===== config.mk =====
export PLATFORM = sky130hd
export DESIGN_NAME = weight_bias_loader
export DESIGN_NICKNAME = d
export VERILOG_FILES = /design/src/rtl/weight_bias_loader.sv
export SDC_FILE = /design/constraint.sdc
export NUM_CORES = 1
export LEC_CHECK = 0
export CORE_UTILIZATION = 45
export DETAILED_ROUTE_END_ITERATION = 16
export GPL_TIMING_DRIVEN = 0
export PLACE_DENSITY_LB_ADDON = 0.3
export SYNTH_ARGS = -nofsm -noshare
export SYNTH_HDL_FRONTEND = slang
export SYNTH_SLANG_ARGS = --single-unit
export TNS_END_PERCENT = 20

===== constraint.sdc =====
create_clock -name clk -period 2.5 [get_ports clk]
set_input_delay 0.5 -clock clk [delete_from_list [all_inputs] [get_ports clk]]
set_output_delay 0.5 -clock clk [all_outputs]
set_load 0.1 [all_outputs]

===== src/rtl/weight_bias_loader.sv =====
// Weight/bias configuration loader: parses header + payload packets from a
// valid/ready stream and strobes weight or bias words to the network layers.
module weight_bias_loader #(
  parameter int unsigned NUM_LAYERS = 4,
  parameter int unsigned MAX_WORDS  = 784
) (
  input  logic        clk,
  input  logic        reset,
  input  logic [31:0] s_data,
  input  logic        s_valid,
  output logic        s_ready,
  output logic [31:0] config_layer_num,
  output logic [31:0] config_neuron_num,
  output logic [31:0] weightValue,
  output logic        weightValid,
  output logic [31:0] biasValue,
  output logic        biasValid,
  output logic        busy,
  output logic        pkt_done,
  output logic        err,
  output logic [1:0]  err_code
);

  localparam int unsigned CNT_W = 15;

  typedef enum logic [1:0] {HDR, LOAD, DRAIN, COMMIT} state_t;

  state_t             state;
  logic [CNT_W-1:0]   cnt;
  logic               is_bias_q;

  logic               xfer;
  logic [7:0]         hdr_layer;
  logic [7:0]         hdr_neuron;
  logic               hdr_is_bias;
  logic [CNT_W-1:0]   hdr_n;
  logic               bad_layer;
  logic               bad_count;
  logic               bad_bias;
  logic               hdr_bad;
  logic [1:0]         hdr_code;

  // Ready in every state but COMMIT; forced low while reset is asserted.
  assign s_ready = ~reset & (state != COMMIT);
  assign xfer    = s_valid & s_ready;

  assign hdr_layer   = s_data[31:24];
  assign hdr_neuron  = s_data[23:16];
  assign hdr_is_bias = s_data[15];
  assign hdr_n       = s_data[14:0];

  assign bad_layer = (hdr_layer == 8'd0) || (32'(hdr_layer) > NUM_LAYERS);
  assign bad_count = (hdr_n == '0) || (32'(hdr_n) > MAX_WORDS);
  assign bad_bias  = hdr_is_bias && (hdr_n != CNT_W'(1));
  assign hdr_bad   = bad_layer | bad_count | bad_bias;

  // First-error cause with layer > count > bias precedence.
  always_comb begin
    hdr_code = 2'd3;
    if (bad_layer)      hdr_code = 2'd1;
    else if (bad_count) hdr_code = 2'd2;
  end

  // Packet FSM with registered strobes, config address and status.
  always_ff @(posedge clk) begin
    if (reset) begin
      state             <= HDR;
      cnt               <= '0;
      is_bias_q         <= 1'b0;
      config_layer_num  <= '0;
      config_neuron_num <= '0;
      weightValue       <= '0;
      weightValid       <= 1'b0;
      biasValue         <= '0;
      biasValid         <= 1'b0;
      busy              <= 1'b0;
      pkt_done          <= 1'b0;
      err               <= 1'b0;
      err_code          <= 2'd0;
    end else begin
      weightValid <= 1'b0;
      biasValid   <= 1'b0;
      pkt_done    <= 1'b0;
      case (state)
        HDR: begin
          if (xfer) begin
            cnt  <= hdr_n;
            busy <= 1'b1;
            if (hdr_bad) begin
              err <= 1'b1;
              if (!err) err_code <= hdr_code;
              state <= (hdr_n == '0) ? COMMIT : DRAIN;
            end else begin
              config_layer_num  <= 32'(hdr_layer);
              config_neuron_num <= 32'(hdr_neuron);
              is_bias_q         <= hdr_is_bias;
              state             <= LOAD;
            end
          end
        end
        LOAD: begin
          if (xfer) begin
            if (is_bias_q) begin
              biasValue <= s_data;
              biasValid <= 1'b1;
            end else begin
              weightValue <= s_data;
              weightValid <= 1'b1;
            end
            cnt <= cnt - CNT_W'(1);
            if (cnt == CNT_W'(1)) state <= COMMIT;
          end
        end
        DRAIN: begin
          if (xfer) begin
            cnt <= cnt - CNT_W'(1);
            if (cnt == CNT_W'(1)) state <= COMMIT;
          end
        end
        COMMIT: begin
          pkt_done <= 1'b1;
          busy     <= 1'b0;
          state    <= HDR;
        end
        default: state <= HDR;
      endcase
    end
  end

endmodule


# Yosys cells after proc, flatten, opt, wreduce, memory -nomap -nowiden
# Index checks and enable logic that the tools add are counted.
# Widths: inputs -> output; s select.
# totals
reg_bits	105
in_bits	35
output_inout_bits	136
word_cells	69
# classes
n_addsub	1
n_lt_le_gt_ge	2
eq_ne	9
muxes	16
bitwise	10
reduce_logical	18
# op_table
op	n
$mux 15	2
$pmux 15 s2	1
$reduce_and 3->1	6
$eq 15x1->1 const B	1
$gt 15x10->1 const B	1
$logic_not 15->1	1
$ne 15x1->1 const B	1
$sub 15x1->15 const B	1
$mux 2	5
$gt 8x3->1 const B	1
$logic_not 8->1	1
$mux 1	6
$not 1->1	6
$pmux 2 s3	1
$eq 2x2->1 const B	2
$ne 2x1->1 const B	2
$ne 2x2->1 const B	2
$reduce_and 4->1	1
$reduce_bool 2->1	2
$reduce_or 3->1	1
$and 1x1->1	2
$eq 2x1->1 const B	1
$logic_not 2->1	1
$logic_or 1x1->1	2
other kinds (5)	6

# Logic depth before layout (Yosys ltp)
# depth
depth_word	7
mapped_depth	10
mapped_depth_nobuf	7

# Worst setup path before layout
# Ideal clock, no wire load.
# synth_path
path_type	input to output
startpoint	input port reset
endpoint	output port s_ready
arrival_time_ns	2.298
required_time_ns	2.000
path_slack_ns	-0.298
path_stages	4
n_path_buf	3
cell_sequence	clkbuf_1 -> clkbuf_1 -> clkbuf_1 -> nor2_1
# synth_via
elab_chain_cells	2
# synth_lines
item	line_no	rtl
start: declaration	8	input logic reset,
$not 1->1	44	assign s_ready = ~reset & (state != COMMIT);
$and 1x1->1	44	
end: declaration	11	output logic s_ready,
# No other way between the ends.

# Final worst setup path
# layout_path
startpoint	input port s_data[3]
endpoint	register is_bias_q
# layout_via
elab_chain_cells	6
word_cells_on_any_way	9
classes_between	1 x order compare; 1 x eq/ne; 3 x bitwise; 4 x reduce/logical
# layout_lines
item	line_no	rtl
start: declaration	9	input logic [31:0] s_data,
$gt 15x10->1 / $logic_not 15->1 (equally long branches)	53	assign bad_count = (hdr_n == '0) || (32'(hdr_n) > MAX_WORDS);
$logic_or 1x1->1	53	
$or 1x1->1	55	assign hdr_bad = bad_layer | bad_count | bad_bias;
$or 1x1->1 (*)	55	
$not 1->1 (no line) (*)	--	
$reduce_and 3->1 (no line) (*)	--	
end signal: assignment	96	is_bias_q <= hdr_is_bias;
end: declaration	30	logic is_bias_q;
# Mark *: on every way between the ends. The rest lies on a longest branch, timed or not.
# A chain may end at the register's enable or synchronous reset.

==> results.md <==
* Status: finished clean
* Via count at 4825
* Initial Util at 46.21%
* I/O pins at 171
* Crit share post-route at 99.66%
* PwrDens at 708.6 nW/um^2
* Fill count at 928
* Fin nets at 831
* Most common cell after layout, fill and taps aside: nand2_1
* Top-area cell type share of the netlist area at 44.26%
* Cts hold-fix bufs at 0
* CP required at 2.72 ns
* Initial antenna violation count at 0
* First-pass GRT wire length at 22310 microns
* F_max at 0.4013 GHz
* Final number of setup-violating endpoints at 0
* LEAKAGE at 2.438 nW
* Reg2reg path depth at 9
* Gpl congestion at 0.8698
* Logic pwr share at 37.7%
* Prevailing post-synth register cell: dfxtp_1
* DR iter-0 viols at 353
* Final ANT Viol Nets at 0
* CP cell instances: clkdlybuf4s50_1 -> or3_4 -> or3_1 -> o31a_1 -> buf_2 -> o31ai_1 -> a21oi_1
* DR WL met3 at 824 microns
* Worst-margin pin slew at 1.105 ns
* Syn Area/Cell at 7.838 sq um
* Crit. End Element: flop
* Setup Skew at 0.01391 ns
* Total power at 4.664 mW
* TritonCTS clock tree: done
* CP Depth at 7
* VDD IR max at 0.5300 mV
* Max cap viols at 0
* Die height at 104.7 microns
* Clock power share at 22.5%
* Num Clock Sinks at 105
* DP Cell Count at 910
* Clk buf depth at 2
* Post-synthesis cell area at 4750 sq um
* Critical Path AT at 2.71 ns
* Worst setup SP type: input pin
* Worst path slowest cell: clkdlybuf4s50_1
* Worst hold path depth at 2
* M1 wire length at 6360 microns
* Remaining Overflow, GRT at 0
* CTS buffer count at 9
* Switching share of power at 42.77%
* Synth cell types at 49
* Crit Path Category: in2reg
* Clk Latency, worst-skew pair at 0.37 ns
* Met2 wire length at 6584 microns
* Gate Count Post-Synth at 606
* EDFF count, synth at 0
* GRT Overall Usage at 25.49%
* Most frequent cells in the layout: 141 x nand2_1, 112 x clkdlybuf4s50_1, 105 x dfxtp_1, 91 x a21oi_1, 54 x buf_4
* Post-route insts no fill at 931
* Yosys top cell by area: dfxtp_1
* WL/cell at 15.11 microns
* Part of the power in registers at 39.8%
* Yosys warns at 0
* DP Wirelength at 10390 microns
* Sw power at 1.995 mW
* #FFs+latches synth at 105
* Site Rows at 37
* Final hold vios at 0
* Rel. slew slack at 25.65%
* FFs w/ async S/R, synth at 0%
* Largest fanout on the critical path at 10
* Minimum clock period at 2.492 ns
* Pin count of the biggest net entering global routing at 19
* Slowest stage delay, CP at 0.48 ns
* DRC at 0
* Vias in the first global route at 4413
* Top routing layer used: met4
* CP bufs+invs at 2
* Die Footprint at 10970 sq um
* Delay-heaviest family, CP: simple AND/OR/NAND/NOR gates
* Drt total wl at 14070 microns
* Final setup margin at 0.008398 ns
* Post-synthesis sequential area ratio at 44.26%
* Core footprint at 10280 sq um
* # port buffers at 121
* Area grow syn2layout at 38.59%
* Pre-CTS WS at -0.7313 ns
* CTS HTree Levels at 3
* CTS clk-pin slew, worst paths at 0.10 ns
* Die W at 104.7 microns
* Synth top area cells: dfxtp_1 44%, nand2_1 11%, a21oi_1 9.7%
* Share of cells above drive strength 1 at 12.08%
* Antenna cells at 0
* Pint at 2.669 mW
* RSZ-0062 raised after global routing: yes
* Hold crit path type: reg2reg
* Root Driver: clkbuf_8
* Slew Limit Fails at 0
* Pre-antenna DRT Iters at 5
* Via-per-instance ratio at 5.183
-- area by class of cell --
type / count / area (sq um) / area share [%]
well taps: 136 / 170.2 / 2.585
clock inverters: 5 / 43.79 / 0.6653
clock buffers: 11 / 151.4 / 2.300
plain buffers: 86 / 525.5 / 7.983
flip-flops and latches: 105 / 2102 / 31.93
multi-input cells: 446 / 2290 / 34.78
repair buffers: 126 / 1240 / 18.84
inverters: 16 / 60.06 / 0.9124
-- timing repair --
action / in CTS / in global routing
pin swaps: 1 / 2
endpoints found under the setup margin: 52 / 69
gates resized for setup: 20 / 8
cloned: 0 / 0
buffers inserted: 2 / 3
-- per-stage QoR --
step,setup TNS (ns),hold slack (ns),utilization (%),area [sq um]
floorplan,0,0.4525,-,4928
global placement,-30.48,0.4415,61.40,6310
detailed placement,-34.91,0.4487,61.40,6310
CTS,0,0.4625,63.67,6544
global route,-1.328,0.4756,64.05,6583
finish,0,0.4591,64.05,6583
-- final timing paths --
kind	slack, ns	startpoint	to
setup reg to reg	0.02	state[0]$_SDFFE_PP0P_	cnt[4]$_SDFFE_PP0P_
setup / recovery	0.008	s_data[3]	is_bias_q$_SDFFE_PP0P_
hold / removal	0.46	biasValue[12]$_SDFFE_PP0P_	biasValue[12]$_SDFFE_PP0P_
hold reg to reg	0.46	biasValue[12]$_SDFFE_PP0P_	biasValue[12]$_SDFFE_PP0P_
-- worst register-to-register path, stage by stage, from the launching register on --
cell and delay, ns:
dfxtp_1 0.37, inv_1 0.08, ha_1 0.29, clkbuf_1 0.25
inv_1 0.15, clkbuf_1 0.40, clkbuf_1 0.45, o21ai_0 0.17
a22oi_1 0.16, nor2_1 0.06
-- flip-flops by register name (all words and copies together), names as in the netlist, 2 cells and up --
name,flops
state,2
cnt,15
biasValue,32
config_neuron_num,8
config_layer_num,8
weightValue,32
err_code,2
-- power groups by stage --
stage | Clock [mW] | Sequential [mW] | Combinational (mW)
after floorplan | 0 | 2.08 | 1.12
after global placement | 0 | 1.88 | 1.68
after detailed placement | 0 | 1.89 | 1.70
after CTS | 1.06 | 1.85 | 1.72
after global routing | 1.13 | 1.87 | 1.87
final | 1.05 | 1.85 | 1.76
-- metal layers --
metal  up-vias  GRT usage (%)
met5         -              0
met4         0          8.249
met3        25          4.429
met2       191          41.63
met1      2246          34.14
li1       2363              -
-- synth_stat cells (7+ instances only) --
cell type,n
a21oi_1,92
buf_1,7
buf_4,48
clkbuf_1,27
dfxtp_1,105
inv_1,16
nand2_1,141
nand3_1,11
nand4_1,16
nor2_1,21
nor3_1,13
o21ai_0,20
o31ai_1,17
or3_1,7
-- cell families after synthesis --
kind of cell / count (synthesis) / share of synthesized area (%)
buffers and inverters: 102 / 12.09
DFF: 105 / 44.26
and+or+nand+nor: 236 / 22.68
AOI/OAI and AO/OA: 155 / 19.07
other: 1 / 0.07895
muxes: 1 / 0.2371
adders and majority gates: 6 / 1.581
No activity file was read; power rests on OpenSTA's default activity.
